--- config.mk ---
export PLATFORM = sky130hd
export DESIGN_NAME = clock_hms_core
export DESIGN_NICKNAME = d
export VERILOG_FILES = /design/src/rtl/clock_hms_core.sv
export SDC_FILE = /design/constraint.sdc
export NUM_CORES = 1
export LEC_CHECK = 0
export ABC_AREA = 1
export CORE_MARGIN = 8
export CORE_UTILIZATION = 41
export CTS_BUF_LIST = sky130_fd_sc_hd__clkbuf_16
export DETAILED_ROUTE_END_ITERATION = 10
export GPL_TIMING_DRIVEN = 1
export PLACE_DENSITY = 0.77
export SLEW_MARGIN = 25
export SYNTH_ARGS = -nofsm -noshare
export SYNTH_HDL_FRONTEND = slang
export SYNTH_SLANG_ARGS = --single-unit
--- constraint.sdc ---
create_clock -name clk -period 1.6 [get_ports clk]
set_clock_uncertainty 0.15 [all_clocks]
set_input_delay 0.16 -clock clk [delete_from_list [all_inputs] [get_ports clk]]
set_output_delay 0.16 -clock clk [all_outputs]
set_load 0.02 [all_outputs]
--- src/rtl/clock_hms_core.sv ---
// 24-hour hh:mm:ss BCD time-of-day counter driven by a 1 Hz square wave,
// with button-driven hour/minute setting, field blink and a day-carry pulse.
module clock_hms_core (
    input  logic       clk,
    input  logic       reset,
    input  logic       sec_in,
    input  logic       btn_mode,
    input  logic       btn_inc,
    output logic [3:0] h_tens,
    output logic [3:0] h_ones,
    output logic [3:0] m_tens,
    output logic [3:0] m_ones,
    output logic [3:0] s_tens,
    output logic [3:0] s_ones,
    output logic [1:0] set_state,
    output logic       blank_h,
    output logic       blank_m,
    output logic       day_pulse
);

    typedef enum logic [1:0] {
        StRun     = 2'b00,
        StSetHour = 2'b01,
        StSetMin  = 2'b10
    } state_e;

    state_e     state_q;
    logic       sync1_q, sync2_q, sync3_q;
    logic       mode_q, inc_q;
    logic       blink_q;
    logic       blank_h_q, blank_m_q, day_pulse_q;
    logic [3:0] h_tens_q, h_ones_q, m_tens_q, m_ones_q, s_tens_q, s_ones_q;

    logic       sec_tick, mode_ev, inc_ev;
    logic       s_wrap, m_wrap, h_wrap;
    logic [3:0] h_tens_inc, h_ones_inc, m_tens_inc, m_ones_inc, s_tens_inc, s_ones_inc;

    assign sec_tick = sync2_q & ~sync3_q;
    assign mode_ev  = btn_mode & ~mode_q;
    assign inc_ev   = btn_inc & ~inc_q;

    assign s_wrap = (s_tens_q == 4'd5) && (s_ones_q == 4'd9);
    assign m_wrap = (m_tens_q == 4'd5) && (m_ones_q == 4'd9);
    assign h_wrap = (h_tens_q == 4'd2) && (h_ones_q == 4'd3);

    // Modulo increments of each field; carries between fields are applied below.
    always_comb begin
        s_ones_inc = s_ones_q + 4'd1;
        s_tens_inc = s_tens_q;
        if (s_ones_q == 4'd9) begin
            s_ones_inc = 4'd0;
            s_tens_inc = (s_tens_q == 4'd5) ? 4'd0 : s_tens_q + 4'd1;
        end

        m_ones_inc = m_ones_q + 4'd1;
        m_tens_inc = m_tens_q;
        if (m_ones_q == 4'd9) begin
            m_ones_inc = 4'd0;
            m_tens_inc = (m_tens_q == 4'd5) ? 4'd0 : m_tens_q + 4'd1;
        end

        h_ones_inc = h_ones_q + 4'd1;
        h_tens_inc = h_tens_q;
        if (h_wrap) begin
            h_ones_inc = 4'd0;
            h_tens_inc = 4'd0;
        end else if (h_ones_q == 4'd9) begin
            h_ones_inc = 4'd0;
            h_tens_inc = h_tens_q + 4'd1;
        end
    end

    always_ff @(posedge clk or posedge reset) begin
        if (reset) begin
            state_q     <= StRun;
            sync1_q     <= 1'b0;
            sync2_q     <= 1'b0;
            sync3_q     <= 1'b0;
            mode_q      <= 1'b0;
            inc_q       <= 1'b0;
            blink_q     <= 1'b0;
            blank_h_q   <= 1'b0;
            blank_m_q   <= 1'b0;
            day_pulse_q <= 1'b0;
            h_tens_q    <= 4'd0;
            h_ones_q    <= 4'd0;
            m_tens_q    <= 4'd0;
            m_ones_q    <= 4'd0;
            s_tens_q    <= 4'd0;
            s_ones_q    <= 4'd0;
        end else begin
            sync1_q     <= sec_in;
            sync2_q     <= sync1_q;
            sync3_q     <= sync2_q;
            mode_q      <= btn_mode;
            inc_q       <= btn_inc;
            day_pulse_q <= 1'b0;
            blank_h_q   <= 1'b0;
            blank_m_q   <= 1'b0;

            case (state_q)
                StRun: begin
                    blink_q <= 1'b0;
                    if (sec_tick) begin
                        s_tens_q <= s_tens_inc;
                        s_ones_q <= s_ones_inc;
                        if (s_wrap) begin
                            m_tens_q <= m_tens_inc;
                            m_ones_q <= m_ones_inc;
                        end
                        if (s_wrap && m_wrap) begin
                            h_tens_q <= h_tens_inc;
                            h_ones_q <= h_ones_inc;
                        end
                        if (s_wrap && m_wrap && h_wrap) begin
                            day_pulse_q <= 1'b1;
                        end
                    end
                    if (mode_ev) begin
                        state_q <= StSetHour;
                    end
                end

                StSetHour: begin
                    if (mode_ev) begin
                        // A mode event swallows a coincident inc event.
                        state_q <= StSetMin;
                        blink_q <= 1'b0;
                    end else begin
                        if (sec_tick) begin
                            blink_q   <= ~blink_q;
                            blank_h_q <= ~blink_q;
                        end else begin
                            blank_h_q <= blink_q;
                        end
                        if (inc_ev) begin
                            h_tens_q <= h_tens_inc;
                            h_ones_q <= h_ones_inc;
                        end
                    end
                end

                StSetMin: begin
                    if (mode_ev) begin
                        state_q  <= StRun;
                        blink_q  <= 1'b0;
                        s_tens_q <= 4'd0;
                        s_ones_q <= 4'd0;
                    end else begin
                        if (sec_tick) begin
                            blink_q   <= ~blink_q;
                            blank_m_q <= ~blink_q;
                        end else begin
                            blank_m_q <= blink_q;
                        end
                        if (inc_ev) begin
                            m_tens_q <= m_tens_inc;
                            m_ones_q <= m_ones_inc;
                        end
                    end
                end

                default: begin
                    state_q <= StRun;
                    blink_q <= 1'b0;
                end
            endcase
        end
    end

    assign h_tens    = h_tens_q;
    assign h_ones    = h_ones_q;
    assign m_tens    = m_tens_q;
    assign m_ones    = m_ones_q;
    assign s_tens    = s_tens_q;
    assign s_ones    = s_ones_q;
    assign set_state = state_q;
    assign blank_h   = blank_h_q;
    assign blank_m   = blank_m_q;
    assign day_pulse = day_pulse_q;

endmodule
==> results.md, run 1 <==
* Max FO, Critical Path at 6
* Antenna Cells at 0
* TritonCTS clock tree: done
* Critical-path cell list: inv_2 -> ha_4 -> nor2_2 -> a21oi_4 -> buf_6 -> nand4_1 -> nand2_1
* Final Hold Viols at 0
* Setup TNS at -0.692 ns
* Share of cells above drive strength 1 at about two fifths
* I/O Buffers at 33
* CTS sink cnt at 35
* CP delay by family, top: flip-flops
* Worst slew margin at 76.9%
* Gr usage total at 15.2%
* Synth top area share at 44.9%
* Slew Limit Fails at 0
* Max stage delay on crit path at roughly 0.43 ns
* Hpwl dp at approximately 3600 um
* Max_cap viols at 0
* Cell Area, Placed at approximately 2700 sq um
* R2R Path Start: set_state[1]
* # setup viols final at 19
* Pwr Density at 1940 nW/um^2
* Starting density of the core at a little over two fifths
* Vias in the first global route at about 1.9k
* Die extent in x at 85.0 um
* Core area at ~4700 sq um
* Nets@finish at 342
* Period utilization at 105%
* Finished Core Util at 68.1%
* Multi-input gate area at 1230 sq um
* Largest net degree at the start of global routing at 36
* # fillers at around 350
* Worst Hold Class: in -> async
* GPL Wtd Cong at 0.854
* Post-Route WL at 5930 um
* CTS H-Tree Depth at 2
* Unrepaired setup endpoints after global routing: yes
* Worst Slack Setup Final at -0.0822 ns
* Area delta synth->final at 62.9%
* Commonest cells post-synth: nand2_1, dfrtp_1, inv_1
* Vias at 1984
* WL per Instance at 15.6 um
* CP max stage cell: dfrtp_2
* Worst r2r path cells at 7
* Synth top area cells: dfrtp_1, nand2_1, ha_1, inv_1, nor2_1
* Syn nets at around 260
* Clk buf depth at 2
* Required time of the critical path at about 1.7 ns
* Most instantiated library cell after synthesis: nand2_1
* Arr. time, crit path at 1.75 ns
* Post-synth EDFFs at 0
* Cts hold-fix bufs at 0
* First-pass GRT wire length at 8810 um
* Global route overflow at 0
* R2R Path End: h_ones[2]
* Post-synth top flop: dfrtp_1
* Total area of sequential cells at a little under 900 sq um
* Cts bufs inserted at 5
* Final ANT Viol Nets at 0
* I/O pin total at 34
* Fin area at 3180 sq um
* Netlist Area Pre-Place at 1950 sq um
* R2R Setup Slk at -0.08 ns
* Asr flop ratio synth at 100%
* Status: finished with violations
* Synth unique cells at 29
* Max Fclk at 594 MHz
* Register area share after synthesis at 44.9%
* Lkg Pwr at about 1.5 nW
* DRC viols at 0
* Synthesized flop and latch total at 35
* Worst vdd ir at 1.18 mV
* CP Launch Type: flop
* Crit path buf inv count at 2
* Worst slack at placement at -0.136 ns
* Mapped Avg Cell Area at roughly 8.0 sq um
* Slew @ Worst Pin at ~0.35 ns
* DR iter-0 viols at 163
* Post-synth top area cell: dfrtp_1
* Detailed Routing Iterations Pass 1 at 6
* Failing checks: negative setup slack
* Row Count at 25
* Initial antenna violation count at 0
* Root buf cell: clkbuf_16
* Overall power at 6.17 mW
* Drt via density at about 5.2
* Synth warnings at 0
* Crit path kind: reg -> reg
* Clock slew at reported path FFs at around 0.060 ns
* Element type at the critical path end: flop
* Worst-Skew Late Latency at 0.29 ns
* Syn Inst Count at between 200 and 250
* Die Y at between 80 and 90 um
* Minimum clock period at 1.68 ns
* Die area at 7220 sq um
-- state kept, by name (all words and copies together), names as in the netlist --
register	count
set_state	2
day_pulse	1
sync2_q	1
sync1_q	1
blank_m	1
sync3_q	1
h_tens	4
s_ones	4
mode_q	1
blink_q	1
m_ones	4
inc_q	1
blank_h	1
h_ones	4
m_tens	4
s_tens	4
-- how the worst max path moves through the flow --
stage / start / endpoint / slack (ns) / cells past startpoint
5_1_grt: set_state[1] / s_tens[0] / -0.18 / 8
3_3_place_gp: btn_mode / s_ones[3] / -0.10 / 8
6_report: set_state[1] / h_ones[2] / -0.08 / 7
4_1_cts: set_state[0] / h_tens[1] / -0.04 / 8
3_5_place_dp: btn_mode / s_ones[3] / -0.14 / 8
2_1_floorplan: set_state[0] / m_ones[1] / -0.007 / 8
-- power by group --
group          switching [mW]  internal, mW  total [mW]
combinational            1.97          1.53        3.51
sequential              0.249          1.13        1.38
clock                   0.392         0.892        1.28
total                    2.61          3.56        6.17
-- layer usage --
layer	vias up	share of wire [%]	track usage, %
li1	945	-	-
met1	957	39	16.5
met2	63	52	26.3
met3	19	5.5	5.79
met4	0	3.4	5.66
met5	-	0	0
-- layout by cell type, fill, tap and decap left out, types with 7 or more instances in the layout --
cell type / netlist / final
ha_4: 0 / 7
o21ai_1: 4 / 8
buf_4: 0 / 37
dfrtp_1: 35 / 26
inv_2: 1 / 9
dfrtp_2: 0 / 9
nand2_2: 2 / 14
dlygate4sd2_1: 0 / 24
nand2_1: 55 / 41
nor2_2: 3 / 7
inv_1: 35 / 25
clkdlybuf4s50_1: 0 / 8
nand4_1: 10 / 10
nor2_1: 27 / 20
nand3_1: 14 / 8
-- kinds of logic (layout without fill, tap and decap cells) --
family	after synthesis	in the layout	synth area share, %
fa+ha+maj	11	11	7.06
xor+xnor	6	6	2.70
compound gates	29	29	8.34
flops	35	35	44.9
simple gates	125	125	29.8
buf+inv	37	121	7.19
-- tightest hold or removal path, cell delays in order --
cell and delay [ns]:
clkdlybuf4s50_1 0.39, inv_1 0.09, buf_12 0.22
-- timing repair --
action                     in CTS  in global routing
pin swaps                       9                 22
setup buffers                   9                  5
gates resized for setup        42                 51
setup endpoints to repair      48                 25
-- through the flow --
step	std cells	hold WS [ns]
2_1_floorplan	243	0.0414
3_3_place_gp	360	0.182
3_5_place_dp	360	0.186
4_1_cts	377	0.0830
5_1_grt	381	0.0968
6_report	381	0.0697
-- final cells by class --
cell class / count / share of cell area, %
Clock buffer: 5 / 3.94
Clock inverter: 3 / 2.13
Inverter: 36 / 4.41
Multi-Input combinational cell: 171 / 38.7
Sequential cell: 35 / 27.9
Tap cell: 54 / 2.13
Timing Repair Buffer: 77 / 20.8
(Power assumes the default switching activity.)
==> inputs of run 2 (changes only) <==
CTS_CLUSTER_DIAMETER = 150   (was default)
==> results of run 2 <==
Same layout as run 1: the final DEF is identical, and so are final timing and power.
==> inputs of run 3 (changes only) <==
GPL_TIMING_DRIVEN = default   (was 1)
REMOVE_ABC_BUFFERS = 1   (was default)
SLEW_MARGIN = 20   (was 25)
==> run 3 against run 2 <==
Effect of this change: the run still ends with negative setup slack left; combinational power is 2% lower; die area stayed put; cell area is 0.99% lower; power is 2.2% lower; setup slack worse by 0.0064 ns; final cell count is 0.26% higher; count of clock-buffer cells in the layout stayed put; critical path depth stayed put; sequential cell count stayed put; global-route usage is 0.77 points lower; fmax is 0.38% lower; clock power hardly changed.
==> results.md, run 3 (synthesized netlist as in run 1, its figures left out) <==
* Status: finished with violations
* Failing checks: negative setup slack
* R2R Setup Slk at -0.09 ns
* Cts bufs inserted at 5
* Most frequent cells in the layout: nand2_1, buf_4, dfrtp_1, inv_1, dlygate4sd2_1
* Row Count at 25
* Pwr Density at ~1900 nW/um^2
* Worst slew margin at slightly above 80%
* Drt via density at 5.26
* GPL Wtd Cong at 0.830
* Period utilization at 106%
* I/O Buffers at 33
* Slew Limit Fails at 0
* Worst Slack Setup Final at -0.0886 ns
* Final ANT Viol Nets at 0
* Nets@finish at approximately 340
* Worst r2r path cells at 7
* Minimum clock period at 1.69 ns
* TritonCTS clock tree: done
* Crit path kind: reg -> reg
* Starting density of the core at about two fifths
* Gr usage total at 14.5%
* Required time of the critical path at 1.60 ns
* Max_cap viols at 0
* CTS sink cnt at 35
* Area delta synth->final at 61.3%
* Unrepaired setup endpoints after global routing: yes
* Global route overflow at 0
* Initial antenna violation count at 0
* CTS H-Tree Depth at 2
* # setup viols final at 17
* First-pass GRT wire length at between 8000 and 9000 um
* Worst slack at placement at -0.202 ns
* CP Launch Type: flop
* R2R Path End: s_tens[2]
* Final Hold Viols at 0
* Share of cells above drive strength 1 at 33.8%
* Cell Count, Final, Fillers Out at 382
* I/O pin total at 34
* Max FO, Critical Path at 6
* WL per Instance at 15.3 um
* Placed Cells at 362
* Vias in the first global route at 1940
* Max Fclk at 592 MHz
* Die area at 7220 sq um
* DRC viols at 0
* Cts hold-fix bufs at 0
* Worst vdd ir at 1.10 mV
* Commonest non-fill, non-tap cell in the layout: nand2_1
* Detailed Routing Iterations Pass 1 at 5
* Worst-Skew Late Latency at 0.28 ns
* R2R Path Start: set_state[0]
* Antenna Cells at 0
* DR iter-0 viols at between 100 and 150
* Fin area at 3140 sq um
* Lkg Pwr at ~1.5 nW
* Largest net degree at the start of global routing at 36
* Arr. time, crit path at 1.69 ns
* Root buf cell: clkbuf_16
* Cell Area, Placed at 2600 sq um
* Core area at 4660 sq um
* Hpwl dp at 3420 um
* Vias at 2009
* Overall power at 6.04 mW
* Slew @ Worst Pin at approximately 0.26 ns
* Element type at the critical path end: flop
* Clock slew at reported path FFs at 0.06 ns
* Worst Hold Class: in -> async
* Post-Route WL at 5860 um
* Die Y at 85.0 um
* Clk buf depth at 2
* Die extent in x at 85.0 um
## run 3: changes by cell type in the layout (fill, tap and decap cells not counted), moves of 4 or more
cell     previous run  this run
dfrtp_1            26        35
dfrtp_2             9         0
nand3_4             4         8
nand3_2             6         1
inv_1              25        29
## run 3: worst max path at each step
stage                      start        end
finish              set_state[0]  s_tens[2]
detailed placement  set_state[0]  m_ones[1]
global route        set_state[1]  s_tens[2]
floorplan           set_state[0]  m_ones[1]
CTS                 set_state[1]  h_tens[3]
global placement        btn_mode  s_ones[3]
## run 3: repair_timing
action,in CTS,in global routing
gates cloned,0,1
resized for setup,51,53
setup buffers,5,6
pin swaps,5,22
setup endpoints to repair,48,25
## run 3: layout make-up
class	count	area, sq um
clock inverters	3	63.8
inverters	36	140
fillers	329	1520
repair buffers	78	662
well taps	54	67.6
clock buffers	5	125
flip-flops and latches	35	876
multi-input cells	171	1210
## run 3: per-layer routing
layer	routed length, um	track usage (%)
met5	0	0
met4	206	5.83
met3	306	4.34
met2	3020	25.9
met1	2330	15.5
## run 3: report_power, final
group	internal, mW	switching (mW)
clock network	0.887	0.373
logic	1.49	1.96
registers	1.12	0.213
## run 3: stage by stage
| stage | TNS (ns) | utilization (%) | hold WS, ns |
|---|---|---|---|
| after floorplan | -2.32 | - | 0.0414 |
| after global placement | -1.24 | 55.8 | 0.183 |
| after detailed placement | -2.57 | 55.8 | 0.190 |
| after CTS | -0.0111 | 62.0 | 0.0906 |
| after global routing | -1.67 | 67.5 | 0.104 |
| final | -0.423 | 67.5 | 0.0779 |
## run 3: critical path, cell delays in order, from the launching register on
cell and delay (ns):
dfrtp_1 0.39, inv_2 0.12, ha_4 0.22, inv_4 0.07, o21ai_4 0.17, o21ai_4 0.10
o21ai_0 0.22, nand2_1 0.12
